--- src/rtl/ahb_lite_interconnect.sv ---
// AHB-Lite address decoder and response mux with a built-in default slave that answers unmapped transfers with ERROR.
// Decode is combinational with zero latency; data-phase ownership advances only when HREADY=1, so slave wait states stall it.
module ahb_lite_interconnect #(
  parameter int NUM_SLAVES  = 4,
  parameter int DATA_WIDTH  = 32,
  parameter int ADDR_WIDTH  = 32,
  parameter int REGION_BITS = 10
) (
  input  logic                             HCLK,
  input  logic                             HRESET,
  input  logic [ADDR_WIDTH-1:0]            HADDR,
  input  logic [1:0]                       HTRANS,
  output logic [NUM_SLAVES-1:0]            HSEL_VEC,
  input  logic [NUM_SLAVES*DATA_WIDTH-1:0] HRDATA_S,
  input  logic [NUM_SLAVES-1:0]            HREADYOUT_S,
  input  logic [NUM_SLAVES-1:0]            HRESP_S,
  output logic [DATA_WIDTH-1:0]            HRDATA,
  output logic                             HREADY,
  output logic                             HRESP,
  output logic [15:0]                      ERR_COUNT
);

  localparam int IDX_W = (NUM_SLAVES > 1) ? $clog2(NUM_SLAVES) : 1;

  typedef enum logic [1:0] {
    DS_IDLE = 2'd0,
    DS_ERR1 = 2'd1,
    DS_ERR2 = 2'd2
  } ds_state_t;

  logic [ADDR_WIDTH-1:0] region;
  logic                  mapped;
  logic [IDX_W-1:0]      addr_idx;
  logic                  err_start;

  logic                  owner_def;
  logic [IDX_W-1:0]      owner_idx;
  ds_state_t             ds_state;
  logic                  ds_ready;
  logic                  ds_resp;
  logic [15:0]           err_count;

  assign region   = HADDR >> REGION_BITS;
  assign mapped   = (region < ADDR_WIDTH'(NUM_SLAVES));
  assign addr_idx = region[IDX_W-1:0];

  // Select ignores HTRANS; slaves qualify it with HTRANS themselves.
  always_comb begin
    HSEL_VEC = '0;
    for (int i = 0; i < NUM_SLAVES; i++) begin
      HSEL_VEC[i] = mapped && (addr_idx == IDX_W'(i));
    end
  end

  always_comb begin
    HRDATA = '0;
    HREADY = ds_ready;
    HRESP  = ds_resp;
    for (int i = 0; i < NUM_SLAVES; i++) begin
      if (!owner_def && (owner_idx == IDX_W'(i))) begin
        HRDATA = HRDATA_S[i*DATA_WIDTH +: DATA_WIDTH];
        HREADY = HREADYOUT_S[i];
        HRESP  = HRESP_S[i];
      end
    end
  end

  // An unmapped NONSEQ/SEQ is only taken when the bus is ready, i.e. the address phase completes.
  assign err_start = HREADY && !mapped && HTRANS[1];

  always_ff @(posedge HCLK or posedge HRESET) begin
    if (HRESET) begin
      owner_def <= 1'b1;
      owner_idx <= '0;
    end else if (HREADY) begin
      owner_def <= !mapped;
      owner_idx <= mapped ? addr_idx : '0;
    end
  end

  always_ff @(posedge HCLK or posedge HRESET) begin
    if (HRESET) begin
      ds_state  <= DS_IDLE;
      ds_ready  <= 1'b1;
      ds_resp   <= 1'b0;
      err_count <= '0;
    end else begin
      case (ds_state)
        DS_IDLE: begin
          if (err_start) begin
            ds_state <= DS_ERR1;
            ds_ready <= 1'b0;
            ds_resp  <= 1'b1;
          end
        end
        DS_ERR1: begin
          ds_state <= DS_ERR2;
          ds_ready <= 1'b1;
          ds_resp  <= 1'b1;
        end
        DS_ERR2: begin
          if (err_start) begin
            ds_state <= DS_ERR1;
            ds_ready <= 1'b0;
            ds_resp  <= 1'b1;
          end else begin
            ds_state <= DS_IDLE;
            ds_ready <= 1'b1;
            ds_resp  <= 1'b0;
          end
        end
        default: begin
          ds_state <= DS_IDLE;
          ds_ready <= 1'b1;
          ds_resp  <= 1'b0;
        end
      endcase
      // err_start can only fire from IDLE or ERR2, so it marks every entry to ERR1.
      if (err_start && (err_count != 16'hFFFF)) begin
        err_count <= err_count + 16'd1;
      end
    end
  end

  assign ERR_COUNT = err_count;

endmodule
--- config.mk ---
export PLATFORM = sky130hd
export DESIGN_NAME = ahb_lite_interconnect
export DESIGN_NICKNAME = d
export VERILOG_FILES = /design/src/rtl/ahb_lite_interconnect.sv
export SDC_FILE = /design/constraint.sdc
export NUM_CORES = 1
export LEC_CHECK = 0
export ABC_AREA = 1
export BUFFER_PORTS_ARGS = -buffer_cell sky130_fd_sc_hd__buf_2
export CAP_MARGIN = 20
export CORE_MARGIN = 5
export CORE_UTILIZATION = 38
export DETAILED_ROUTE_END_ITERATION = 10
export GPL_TIMING_DRIVEN = 0
export PLACE_DENSITY = 0.94
export SLEW_MARGIN = 10
export SYNTH_ARGS = -nofsm -noshare
export SYNTH_HDL_FRONTEND = slang
export SYNTH_SLANG_ARGS = --single-unit
--- constraint.sdc ---
create_clock -name HCLK -period 2.2 [get_ports HCLK]
set_input_delay 0.33 -clock HCLK [delete_from_list [all_inputs] [get_ports HCLK]]
set_output_delay 0.33 -clock HCLK [all_outputs]
set_load 0.02 [all_outputs]
**Word-level counts from Yosys, hierarchy flattened**

Index checks and enable logic that the tools add are counted.

- Register bits after elaboration: 23
- Input bits: 172
- Output and inout port bits: 54

- Add/sub/neg operators: 1
- Order comparisons: 1
- Eq/ne operators: 10
- Muxes and demuxes: 22
- Reductions and logical operators: 16

Operators with widths:

| operator | number |
|---|---|
| two-way mux 32 bit | 4 |
| < comparator 22 x 3 -> 1 bit, second input constant | 1 |
| adder 16 x 1 -> 16 bit, second input constant | 1 |
| inequality test 16 bit, second input constant | 1 |
| two-way mux 1 bit | 13 |
| logical AND 1 bit | 11 |
| equality test 2 bit, second input constant | 5 |
| equality test 2 x 1 -> 1 bit, second input constant | 3 |
| logical NOT 2 bit | 3 |
| one-hot mux 2 bit (3 select lines) | 1 |
| two-way mux 2 bit | 2 |
| one-hot mux 1 bit (3 select lines) | 1 |
| logical NOT 1 bit | 2 |
| inequality test 2 bit, second input constant | 1 |
| one-hot mux 1 bit (2 select lines) | 1 |

**Longest topological paths before layout**

- Depth in word-level cells: 10
- Gate-level depth with buffers: 12
- Depth with buffers taken out: 11

**Worst setup path after synthesis**

No wires, ideal clock.

- Path kind: reg2out
- From: register owner_def
- To: output HRDATA[10]
- Arrival: 1.492 ns
- Required time: 1.870 ns
- Setup slack: 0.378 ns
- Stages on the path, launching flop included: 8
- Path through: dfstp_2 -> inv_2 -> nand2_2 -> inv_2 -> nand2_1 -> clkbuf_1 -> o22ai_1 -> nor2_1

- Longest elaborated chain between the ends: 6

RTL lines:

| item | RTL line | text |
|---|---|---|
| start: declaration | 36 | `logic owner_def;` |
| start signal: assignment | 76 | `owner_def <= !mapped;` |
| logical NOT 1 bit * | 60 | `if (!owner_def && (owner_idx == IDX_W'(i))) begin` |
| logical AND 1 bit | 60 |  |
| two-way mux 32 bit (3 in a row) | 60 |  |
| two-way mux 32 bit * | 60 |  |
| end: declaration | 17 | `output logic [DATA_WIDTH-1:0] HRDATA,` |

Every way passes the cells marked *; elsewhere a longest branch is shown, timed or not.

**Worst setup path in the final report**

Same ends and word-level chain as after synthesis.

==> flow_summary_export.csv <==
group,metric,value,unit
timing,worst_pin_slew,883,ps
drt,post_drt_wl_per_cell,15.4,um
timing,setup_slack,86.7,ps
worst_setup_path,cp.arrival,1780,ps
timing,tns,0,ps
cells_and_area,seqCellArea,579,um^2
place,pre_cts_slack,12.9,ps
floorplan,core,6280,um^2
yosys,ys_ff_latch,23,
place,hpwl,8510,um
yosys,yosys.area.top_type_share,21.7,%
yosys,yosysWarnings,0,
cells_and_area,drive_gt1_share,45.4,%
cells_and_area,fillers,611,
drt,dr.pass1.iters,5,
global_route,grt_pass1_vias,3529,
pwr,powerDensity,507,nW/um^2
timing,min_period,2110,ps
status,outcome,"complete, no violations",
run,drv_cap,0,
worst_setup_path,end_kind,"output port",
place,gp_congestion,0.911,
cts,cts_setup_buffers,0,
cts,cts_root_buf,"clkbuf_8",
cells_and_area,final_util,58.9,%
timing,rsz0062_at_grt,"yes",
timing,slew-limit-headroom,41.1,%
global_route,grt_pass1_wl,16600,um
cells_and_area,area_delta_synth_final,52.6,%
yosys,synthTopCellsByArea,"dfrtp_1 (22%), nand2_1 (16%), nand3_1 (7.9%)",
cts,clock-sinks,23,
place,place_area,3590,um^2
drt,via_per_inst,5.25,
cells_and_area,stdcell_area,3690,um^2
worst_setup_path,crit_path_max_fanout,10,
cts,path_clk_slew,90,ps
hold_path,hp-class,"in2async",
pwr,leakage,2.11,nW
global_route,grt_overflow,0,
floorplan,die_width,89.8,um
timing,period_share,96.1,%
cts,clk_latency,270,ps
cts,cts_tree,"yes",
cts,cts_made_buffers,3,
yosys,synth-main-ff-cell,"dfrtp_1",
yosys,yosys-top-cells-count,"nand2_1 (106), nor2_1 (40), nand3_1 (38)",
place,port-buffer-count,214,
drt,drt_first_iter_violations,162,
floorplan,fp.dieH,89.8,um
worst_setup_path,path_class,"reg2out",
yosys,yosysMostFrequentCell,"nand2_1",
global_route,grt_usage,24.0,%
drt,drc_errors,0,
worst_setup_path,cp.required,1870,ps
yosys,ys_types,32,
global_route,grt_max_degree,24,
cells_and_area,multi_input_area,1630,um^2
timing,fmax,473,MHz
pwr,power.total,1.87,mW
floorplan,dieArea,8070,um^2
timing,finalSetupViolCount,0,
drt,wirelength,10400,um
floorplan,start_util,38.6,%
yosys,seq_area_frac_synth,23.9,%
pwr,ir_worst_vdd,0.000366,V
cts,htreeDepth,1,
worst_setup_path,worst_setup_path_start_kind,"flip-flop",
timing,fin_worst_skew,5.79,ps
yosys,synth.cell_area,2420,um^2
global_route,antenna_found_initial,2,
yosys,syn_nets,550,
worst_setup_path,cp-startpoint,"owner_def",
yosys,syn_avg_cell_area,6.42,um^2
yosys,synthArstFlopShare,100,%
timing,timing.final.max_slew_violations,0,
yosys,synthCells,377,
yosys,synth_edf_count,0,
timing,hold_violations,0,
yosys,yosysTopAreaCell,"dfrtp_1",
drt,ant_nets,0,
floorplan,io_pins,226,
cells_and_area,nNetsFinal,769,
cts,cts_buffer_depth,2,
drt,num_vias,3541,
worst_setup_path,reg2reg_from,"ERR_COUNT[0]",
floorplan,rows,29,
## placed cells by master (no fill, tap or decap)
| master | n |
|---|---|
| dfrtp_2 | 1 |
| buf_6 | 3 |
| dfrtp_1 | 20 |
| a221oi_2 | 1 |
| clkbuf_8 | 3 |
| nor3_1 | 9 |
| clkinvlp_4 | 1 |
| diode_2 | 2 |
| nor3_4 | 1 |
| o21bai_1 | 16 |
| nand2_1 | 105 |
| nand4_1 | 21 |
| ha_1 | 1 |
| nand2_2 | 3 |
| clkbuf_1 | 2 |
| a221oi_1 | 11 |
| nor3_2 | 1 |
| dfstp_2 | 2 |
| nand3_1 | 38 |
| o21ai_1 | 2 |
| buf_4 | 2 |
| nand4_4 | 1 |
| inv_2 | 6 |
| xor2_1 | 13 |
| clkbuf_4 | 1 |
| or2_4 | 1 |
| nand3_2 | 12 |
| nor2_4 | 3 |
| o211ai_1 | 1 |
| and2_0 | 1 |
| o21ai_0 | 2 |
| o22ai_1 | 13 |
| buf_2 | 219 |
| inv_1 | 32 |
| nor2_1 | 38 |
| nor2_2 | 2 |
| o221ai_2 | 1 |
| clkbuf_2 | 6 |
## cells by family after synthesis
family / share of synthesized area, %
DFF: 23.9
and+or+nand+nor: 47.0
buffers and inverters: 9.72
AOI/OAI and AO/OA: 14.2
xor gates and xnor gates: 4.70
adders and majority gates: 0.517
## path summary, 6_finish.rpt
kind                            endpoint  cells after the start  slack, ps
max in group asynchronous   owner_idx[1]                      2       1380
setup / recovery              HRDATA[10]                      7         90
min in group HCLK           owner_idx[0]                      3        390
hold reg to reg              ds_state[1]                      1        460
hold / removal              owner_idx[1]                      2        230
setup reg to reg           ERR_COUNT[13]                      9        210
## repair_timing
item                       CTS  global route
pin swaps                    0             1
hold buffers                 0             0
gates resized for setup      8            26
gates cloned                 0             1
setup endpoints to repair   31            33
## power breakdown
| group | switching, mW | total (mW) | internal, mW |
|---|---|---|---|
| Sequential | 0.0321 | 0.507 | 0.475 |
| Combinational | 0.688 | 1.09 | 0.398 |
| Clock | 0.150 | 0.278 | 0.129 |
| Total | 0.870 | 1.87 | 1.00 |
## worst max-delay path, cell delays in order, from the launching register on
cell and delay [ps]:
dfstp_2 560, inv_2 60, nand2_2 90, inv_2 100, buf_2 200, a221oi_1 260, nor2_1 70, buf_2 160
## layout make-up
class / count / share of cell area (%)
multi-input combinational: 297 / 44.2
sequential: 23 / 15.7
antenna: 2 / 0.135
inverter: 38 / 3.86
timing repair buffer: 215 / 29.1
clock buffer: 3 / 1.12
clock inverter: 1 / 0.203
buffer: 18 / 3.08
tap: 77 / 2.61
## per-stage QoR
step,std cells,hold WS [ps]
CTS,671,271
global placement,668,439
finish,674,228
floorplan,377,330
detailed placement,668,450
global route,674,317
## routing by layer
metal  up-vias  global-route usage [%]  wire length (um)
li1       1713                       -                 -
met1      1621                    28.1              3890
met2       188                    44.8              5550
met3        19                    3.42               788
met4         0                    7.05               182
met5         -                       0                 0
## sequential cells by signal, indices dropped and copies added (netlist names)
| register | flops |
|---|---|
| ds_ready | 1 |
| owner_idx | 2 |
| owner_def | 1 |
| ds_state | 2 |
| ERR_COUNT | 16 |
| ds_resp | 1 |
Note: power is estimated with default switching activity, not from simulation.
